## config.mk

```make
export PLATFORM = sky130hd
export DESIGN_NAME = mem_arbiter
export DESIGN_NICKNAME = d
export VERILOG_FILES = /design/src/rtl/mem_arbiter.sv
export SDC_FILE = /design/constraint.sdc
export NUM_CORES = 1
export LEC_CHECK = 0
export BUFFER_PORTS_ARGS = -buffer_cell sky130_fd_sc_hd__buf_4
export CORE_ASPECT_RATIO = 1.2
export CORE_UTILIZATION = 45
export CTS_CLUSTER_DIAMETER = 120
export CTS_CLUSTER_SIZE = 14
export DETAILED_ROUTE_END_ITERATION = 7
export HOLD_SLACK_MARGIN = 0.15
export PLACE_DENSITY = 0.78
export SETUP_SLACK_MARGIN = 0.3
export SLEW_MARGIN = 20
export SYNTH_ARGS = -nofsm -noshare
export SYNTH_HDL_FRONTEND = slang
export SYNTH_SLANG_ARGS = --single-unit
```

## constraint.sdc

```tcl
create_clock -name clk -period 5.4 [get_ports clk]
set_clock_uncertainty 0.1 [all_clocks]
set_input_delay 0.27 -clock clk [delete_from_list [all_inputs] [get_ports clk]]
set_output_delay 0.27 -clock clk [all_outputs]
set_load 0.02 [all_outputs]
```

## src/rtl/mem_arbiter.sv

```systemverilog
// mem_arbiter: shares one fixed-latency, single-port memory between the
// instruction-fetch port and the data (load/store) port.
// Each transaction walks IDLE -> ISSUE -> WAIT -> RESP -> IDLE.
// Every output is driven from a register.
// Optional build macro MEM_ARB_RR_EN selects round-robin arbitration.
// Without it, the data port has fixed priority.
module mem_arbiter #(
    parameter int ADDR_W  = 32,
    parameter int DATA_W  = 32,
    parameter int MEM_LAT = 2
) (
    input  logic              clk,
    input  logic              rst,
    input  logic              if_req,
    input  logic [ADDR_W-1:0] if_addr,
    output logic [DATA_W-1:0] if_rdata,
    output logic              if_ack,
    input  logic              dm_req,
    input  logic              dm_we,
    input  logic [ADDR_W-1:0] dm_addr,
    input  logic [DATA_W-1:0] dm_wdata,
    output logic [DATA_W-1:0] dm_rdata,
    output logic              dm_ack,
    output logic              mem_en,
    output logic              mem_we,
    output logic [ADDR_W-1:0] mem_addr,
    output logic [DATA_W-1:0] mem_wdata,
    input  logic [DATA_W-1:0] mem_rdata,
    output logic              arb_busy
);

    // Latency fits in four bits (legal range 1..15)
    localparam logic [3:0] LAT = 4'(MEM_LAT);

    typedef enum logic [1:0] {
        IDLE  = 2'd0,
        ISSUE = 2'd1,
        WAIT  = 2'd2,
        RESP  = 2'd3
    } state_t;

    state_t     state;
    logic [3:0] cnt;
    logic       owner_dm;
    logic       grant_dm;

`ifdef MEM_ARB_RR_EN
    logic last_dm;

    // On contention, grant the port that was not served last
    always_comb grant_dm = dm_req && (!if_req || !last_dm);
`else
    // Fixed priority: data port wins whenever it requests
    always_comb grant_dm = dm_req;
`endif

    // Arbiter FSM: grant capture, memory strobe, latency count, ack pulse
    always_ff @(posedge clk or posedge rst) begin
        if (rst) begin
            state     <= IDLE;
            cnt       <= 4'd0;
            owner_dm  <= 1'b0;
            mem_en    <= 1'b0;
            mem_we    <= 1'b0;
            mem_addr  <= '0;
            mem_wdata <= '0;
            if_rdata  <= '0;
            dm_rdata  <= '0;
            if_ack    <= 1'b0;
            dm_ack    <= 1'b0;
            arb_busy  <= 1'b0;
`ifdef MEM_ARB_RR_EN
            last_dm   <= 1'b0;
`endif
        end else begin
            case (state)
                IDLE: begin
                    if (if_req || dm_req) begin
                        state     <= ISSUE;
                        mem_en    <= 1'b1;
                        arb_busy  <= 1'b1;
                        owner_dm  <= grant_dm;
                        mem_addr  <= grant_dm ? dm_addr : if_addr;
                        mem_wdata <= grant_dm ? dm_wdata : '0;
                        mem_we    <= grant_dm && dm_we;
`ifdef MEM_ARB_RR_EN
                        last_dm   <= grant_dm;
`endif
                    end
                end
                ISSUE: begin
                    mem_en <= 1'b0;
                    cnt    <= LAT;
                    state  <= WAIT;
                end
                WAIT: begin
                    cnt <= cnt - 4'd1;
                    if (cnt == 4'd1) begin
                        // Read data is valid in this cycle; writes leave rdata untouched
                        if (!mem_we) begin
                            if (owner_dm) dm_rdata <= mem_rdata;
                            else          if_rdata <= mem_rdata;
                        end
                        dm_ack <= owner_dm;
                        if_ack <= !owner_dm;
                        state  <= RESP;
                    end
                end
                RESP: begin
                    if_ack   <= 1'b0;
                    dm_ack   <= 1'b0;
                    arb_busy <= 1'b0;
                    state    <= IDLE;
                end
                default: state <= IDLE;
            endcase
        end
    end

endmodule

```

==> results.sh, run 1 <==
export IMPL_outcome="finished clean"
export IMPL_cp_arrival_ns=2.81
export IMPL_route_detailed_drc=0
export IMPL_crit_top_cell="buf_4"
export IMPL_cp_top_family="buffers and inverters"
export IMPL_drt_iter0_markers=265
export IMPL_dieArea_um2=13800
export IMPL_clk_pin_slew_ns=0.06
export IMPL_rsz0062_at_grt="false"
export IMPL_yosysSeqAreaShare_pct=58.2
export IMPL_p_leak_nw=5.23
export IMPL_cts_resized_gates=0
export IMPL_antenna_found_initial=0
export IMPL_max_slew_margin_pct=34.9
export IMPL_via_per_inst=5.24
export IMPL_synth_async_reset_ratio_pct=100
export IMPL_start_kind="flop"
export IMPL_cp_max_fo=57
export IMPL_core_area_um2=12800
export IMPL_hold_violations=0
export IMPL_dp_hpwl_um=11600
export IMPL_period_needed_ns=2.65
export IMPL_vias=5484
export IMPL_fp_dieH_um=129
export IMPL_synth_cells=481
export IMPL_cp_cell_sequence="inv_1 > ha_1 > buf_4 > o21ai_4 > buf_4 > o21ai_0"
export IMPL_final_layout_size_suffix_gt1_share_pct=41.8
export IMPL_worstMarginPinSlew_ns=0.976
export IMPL_cts_sinks=140
export IMPL_syn2layout_area_growth_pct=67.2
export IMPL_internal_power_w=0.00365
export IMPL_cts_path_max_buffers=2
export IMPL_final_nets=1009
export IMPL_final_util_pct=78.4
export IMPL_cap_viol_max_count=0
export IMPL_ys_seq_elements=140
export IMPL_ant_nets=0
export IMPL_cts_setup_buffers=0
export IMPL_final_fill_count=703
export IMPL_track_usage_pct=30.3
export IMPL_syn_nets=621
export IMPL_worstPathRequired_ns=5.56
export IMPL_met1_usage_pct=34.2
export IMPL_gp_congestion=0.797
export IMPL_synth_edf_count=0
export IMPL_die_x_um=108
export IMPL_cts_tree="done"
export IMPL_grt_max_degree=72
export IMPL_cts_hold_buf=131
export IMPL_antenna_cells=0
export IMPL_cpMaxStageDelayCell="o21ai_0"
export IMPL_slew_violations=0
export IMPL_path_class="reg -> reg"
export IMPL_clk_latency_ns=0.41
export IMPL_avgSynthCellArea_um2=12.5
export IMPL_pwr_share_clk_pct=22.7
export IMPL_fmax_ghz=0.377
export IMPL_finalSetupViolCount=0
export IMPL_ir_worst_vdd_v=0.000433
export IMPL_grt_pass1_vias=5812
export IMPL_start_util_pct=46.9
export IMPL_p_seq_share_pct=32.4
export IMPL_multiInputGateArea_um2=2320
export IMPL_pwr_density_cell_nw_per_um2=585
export IMPL_use_met3_pct=10.1
export IMPL_p_sw_share_pct=38.0
export IMPL_grt_overflow_total=0
export IMPL_cp_end_kind="flop"
export IMPL_seqCellArea_um2=3500
export IMPL_ctsHtreeMaxLevel=4
export IMPL_dr_pass1_iters=5
export IMPL_wire_per_inst_um=19.8
export IMPL_port_buffers=265
export IMPL_top_usage_layer="met2"
export IMPL_tns_ns=0
export IMPL_fin_crit_sh_pct=49.1
export IMPL_routed_wl_um=20700
export IMPL_grt_pass1_wl_um=31200
export IMPL_share_comb_of_total_power_pct=44.9
export IMPL_switchingPower_w=0.00224
export IMPL_crit_buf_inv=3
export IMPL_syn_area_um2=6020
export IMPL_io_pins=266
export IMPL_rows=45
export IMPL_cts_buffers=17
export IMPL_worstHoldPathType="reg -> reg"
export IMPL_synthFlopType="dfrtp_1"
export IMPL_cts_root_buf="clkbuf_16"
export IMPL_met2_usage_pct=51.2
export IMPL_yosysUniqueCellTypes=34
export IMPL_synth_warning_count=0
export IMPL_cp_slowest_stage_delay_ns=0.49
state kept, by name (all words and copies together) (netlist names), 2 cells and up:
signal and count:
cnt 4, if_rdata 32, state 2, dm_rdata 32
mem_wdata 32, mem_addr 32
cell usage in the layout (no fill, tap or decap):
master / netlist / final
a21oi_1: 2 / 2
a21oi_2: 1 / 1
a22o_1: 2 / 2
a22oi_1: 1 / 1
a31oi_1: 1 / 1
a32o_1: 1 / 1
and2b_4: 1 / 1
buf_4: 1 / 268
bufinv_16: 0 / 5
clkbuf_1: 11 / 1
clkbuf_16: 0 / 17
clkbuf_8: 0 / 5
clkinv_2: 0 / 1
clkinv_4: 0 / 1
clkinvlp_4: 0 / 1
dfrtp_1: 140 / 140
dlygate4sd3_1: 0 / 131
ha_1: 7 / 7
inv_1: 8 / 7
inv_6: 0 / 2
mux2_1: 1 / 1
mux2_2: 4 / 4
mux2_4: 60 / 60
mux2i_1: 32 / 32
nand2_1: 101 / 101
nand3_1: 34 / 34
nand3b_1: 1 / 1
nand4_4: 2 / 2
nor2_1: 6 / 6
nor2b_1: 1 / 1
nor3_1: 1 / 1
nor3b_1: 1 / 1
nor4b_1: 1 / 1
o21a_1: 1 / 1
o21ai_0: 37 / 37
o21ai_4: 0 / 1
o2bb2ai_1: 1 / 1
o32a_1: 1 / 1
or3b_1: 1 / 1
routing by layer:
layer / part of all wire [%] / routed length [um] / vias up
met1: 37 / 7680 / 2697
met3: 9.4 / 1940 / 63
met2: 50 / 10300 / 308
met4: 3.7 / 756 / 0
li1: - / - / 2416
met5: 0 / 0 / -
logic make-up (layout without fill, tap and decap cells):
logic type	after synthesis	after routing	share of synthesized area (%)
adders and majority gates	7	7	1.45
and+or+nand+nor	150	150	11.1
DFF	140	140	58.2
muxes	97	97	21.2
AOI/OAI and AO/OA	49	49	4.66
buffers and inverters	38	439	3.39
worst min-delay path: stages, from the launching register on:
cell,delay (ns)
dfrtp_1,0.34
nand2_1,0.05
nand2_1,0.04
cells in the mapped netlist (all sizes together) (2+ instances only):
cell type	n	share of area [%]
nand3	34	2.8
dfrtp	140	58
nand2	101	6.3
ha	7	1.5
clkbuf	11	0.69
mux2i	32	5.3
nand4	2	0.71
a22o	2	0.29
buf	19	2.2
inv	8	0.50
nor2	6	0.37
o21ai	38	3.2
mux2	65	16
a21oi	3	0.31
power groups by stage:
stage / clock, W / sequential (W) / combinational, W
after floorplan: 0 / 0.00241 / 0.000849
after global placement: 0 / 0.00185 / 0.00242
after detailed placement: 0 / 0.00188 / 0.00248
after CTS: 0.00134 / 0.00188 / 0.00258
after global routing: 0.00139 / 0.00195 / 0.00281
final: 0.00134 / 0.00191 / 0.00265
final cells by class:
| cell class | count | area share [%] |
|---|---|---|
| Clock inverter | 9 | 1.79 |
| Multi-Input combinational cell | 303 | 23.1 |
| Tap cell | 164 | 2.04 |
| Sequential cell | 140 | 34.8 |
| Timing Repair Buffer | 399 | 33.0 |
| Clock buffer | 23 | 4.95 |
| Inverter | 8 | 0.348 |
through the flow:
stage               instance area [um2]  total power [W]  cells  hold WS, ns  worst slack, ns
finish                            10100          0.00589   1046        0.364             2.75
global route                      10100          0.00615   1046        0.399             2.62
CTS                               10100          0.00579   1046        0.370             2.77
detailed placement                 8080          0.00436    883        0.324             2.78
global placement                   8080          0.00427    883        0.308             2.88
floorplan                          6020          0.00326    481        0.315             1.28
worst paths after layout:
| kind | from | end | slack, ns | depth (start not counted) |
|---|---|---|---|---|
| setup / recovery | state[0]$_DFFE_PP0P_ | mem_addr[2]$_DFFE_PP0P_ | 2.75 | 6 |
| hold / removal | mem_wdata[12]$_DFFE_PP0P_ | mem_wdata[12]$_DFFE_PP0P_ | 0.36 | 2 |
| setup reg to reg | state[0]$_DFFE_PP0P_ | mem_addr[2]$_DFFE_PP0P_ | 2.75 | 6 |
| hold reg to reg | mem_wdata[12]$_DFFE_PP0P_ | mem_wdata[12]$_DFFE_PP0P_ | 0.36 | 2 |
| max in group asynchronous | rst | dm_rdata[18]$_DFFE_PP0P_ | 3.47 | 4 |
| min in group asynchronous | rst | mem_addr[18]$_DFFE_PP0P_ | 0.41 | 3 |
Note: power is estimated with default switching activity, not from simulation.
==> run 2: changes to the inputs <==
==> constraint.sdc (replaced) <==
create_clock -name clk -period 2.5 [get_ports clk]
set_clock_uncertainty 0.1 [all_clocks]
set_input_delay 0.125 -clock clk [delete_from_list [all_inputs] [get_ports clk]]
set_output_delay 0.125 -clock clk [all_outputs]
set_load 0.02 [all_outputs]
==> run 2 against run 1 <==
  * Sequential power rose by 120%
  * Wire length increased by 7.7%
  * Final cell count is 2.9% higher
  * Design area is 3.0% higher
  * Worst hold slack worse by 0.12 ns
  * Via count grew 4.3%
  * Utilization increased by 2.3 points
  * Total power up 120%
  * Critical path type unchanged
  * Largest cell class is now buffers
  * Largest power group unchanged
==> results.sh, run 2 (synthesis gave the netlist of run 1 again) <==
export IMPL_outcome="finished clean"
export IMPL_clk_pin_slew_ns=0.06
export IMPL_ff2ff_setup_slack_ns=0.40
export IMPL_final_util_pct=80.8
export IMPL_period_needed_ns=2.10
export IMPL_min_from="dm_req"
export IMPL_cp_arrival_ns=2.35
export IMPL_clk_latency_ns=0.41
export IMPL_dr_pass1_iters=5
export IMPL_cts_root_buf="clkbuf_16"
export IMPL_final_layout_size_suffix_gt1_share_pct=41.2
export IMPL_ant_nets=0
export IMPL_drt_iter0_markers=283
export IMPL_track_usage_pct=32.7
export IMPL_ctsHtreeMaxLevel=4
export IMPL_tns_ns=0
export IMPL_hold_slack_ns=0.243
export IMPL_fmax_ghz=0.475
export IMPL_grt_pass1_vias=6316
export IMPL_r2r_start="state[0]$_DFFE_PP0P_"
export IMPL_vias=5721
export IMPL_routed_wl_um=22300
export IMPL_cts_sinks=140
export IMPL_slew_violations=0
export IMPL_via_per_inst=5.32
export IMPL_start_kind="flop"
export IMPL_dieArea_um2=13800
export IMPL_wire_per_inst_um=20.7
export IMPL_die_x_um=108
export IMPL_cts_tree="done"
export IMPL_cp_end_kind="flop"
export IMPL_worstRegToRegCells=6
export IMPL_max_slew_margin_pct=45.1
export IMPL_rows=45
export IMPL_gp_congestion=0.786
export IMPL_worstHoldPathType="in -> reg"
export IMPL_core_area_um2=12800
export IMPL_path_class="reg -> reg"
export IMPL_port_buffers=265
export IMPL_dp_slack_ns=0.491
export IMPL_hold_violations=0
export IMPL_placed_area_um2=8160
export IMPL_hold_depth=4
export IMPL_cts_setup_buffers=0
export IMPL_antenna_found_initial=1
export IMPL_grt_overflow_total=0
export IMPL_whs_endpoint="mem_en$_DFFE_PP0P_"
export IMPL_layout_common_cells="buf_4 (268), dlygate4sd3_1 (154), dfrtp_1 (140)"
export IMPL_cp_cell_sequence="inv_1 > ha_2 > buf_8 > nand3_1 > dlygate4sd3_1 > nand2_1"
export IMPL_grt_max_degree=76
export IMPL_fp_dieH_um=129
export IMPL_pwr_density_cell_nw_per_um2=1250
export IMPL_io_pins=266
export IMPL_route_detailed_drc=0
export IMPL_worstPathRequired_ns=2.75
export IMPL_syn2layout_area_growth_pct=72.2
export IMPL_rsz0062_at_grt="false"
export IMPL_grt_pass1_wl_um=33500
export IMPL_layout_commonest_cell="buf_4"
export IMPL_cp_slowest_stage_delay_ns=0.60
export IMPL_cts_buffers=17
export IMPL_dp_hpwl_um=11300
export IMPL_start_util_pct=46.9
export IMPL_cp_max_fo=36
export IMPL_ir_worst_vdd_v=0.000787
export IMPL_final_nets=1038
export IMPL_setup_ws_ns=0.397
export IMPL_timing_rr_end="mem_wdata[17]$_DFFE_PP0P_"
export IMPL_cap_viol_max_count=0
export IMPL_cpMaxStageDelayCell="dlygate4sd3_1"
export IMPL_p_leak_nw=5.30
export IMPL_finalSetupViolCount=0
export IMPL_fin_crit_sh_pct=84.1
export IMPL_worstMarginPinSlew_ns=0.823
export IMPL_stdcell_area_um2=10400
export IMPL_cts_path_max_buffers=2
==> run 2: cell type report <==
| cell class | instances | area [um2] |
|---|---|---|
| repair buffers | 427 | 3650 |
| flip-flops and latches | 140 | 3500 |
| fillers | 654 | 2470 |
| multi-input cells | 304 | 2330 |
| clock buffers | 20 | 447 |
| well taps | 164 | 205 |
| clock inverters | 12 | 194 |
| inverters | 8 | 33.8 |
| diodes | 1 | 2.50 |
==> run 2: critical path, delay by kind of cell (launching register included) <==
family,cells,cell delay [ns]
flops,1,0.41
buf+inv,3,1.00
fa+ha+maj,1,0.29
simple gates,2,0.24
==> run 2: power breakdown <==
part	internal, W	switching, W	leakage (nW)
registers	0.00335	0.000823	1.70
clock network	0.00179	0.000987	0.310
logic	0.00276	0.00319	3.29
total	0.00791	0.00500	5.30
==> run 2: worst max path at each step <==
stage	startpoint	slack (ns)	to	depth (start not counted)
2_1_floorplan	rst	0.53	arb_busy$_DFFE_PP0P_	1
3_3_place_gp	state[0]$_DFFE_PP0P_	0.57	if_rdata[26]$_DFFE_PP0P_	6
3_5_place_dp	state[0]$_DFFE_PP0P_	0.49	if_rdata[23]$_DFFE_PP0P_	6
4_1_cts	state[0]$_DFFE_PP0P_	0.34	mem_wdata[18]$_DFFE_PP0P_	6
5_1_grt	state[1]$_DFFE_PP0P_	0.29	mem_wdata[18]$_DFFE_PP0P_	6
6_report	state[0]$_DFFE_PP0P_	0.40	mem_wdata[17]$_DFFE_PP0P_	6
==> run 2: layer usage <==
| metal | share of wire (%) | GRT usage, % |
|---|---|---|
| met2 | 50 | 55.8 |
| met5 | 0 | 0 |
| met4 | 3.9 | 18.0 |
| met1 | 37 | 35.9 |
| met3 | 9.1 | 10.6 |
==> run 2: through the flow <==
step | total power, W | cells
final | 0.0129 | 1076
after global routing | 0.0135 | 1076
after CTS | 0.0125 | 1074
after detailed placement | 0.00944 | 888
after global placement | 0.00924 | 888
after floorplan | 0.00703 | 481
==> run 2: what timing repair did <==
action / in CTS / in global routing
hold buffers: 154 / 0
hold endpoints to repair: 274 / 0
endpoints found under the setup margin: 0 / 22
gates resized for setup: 0 / 3
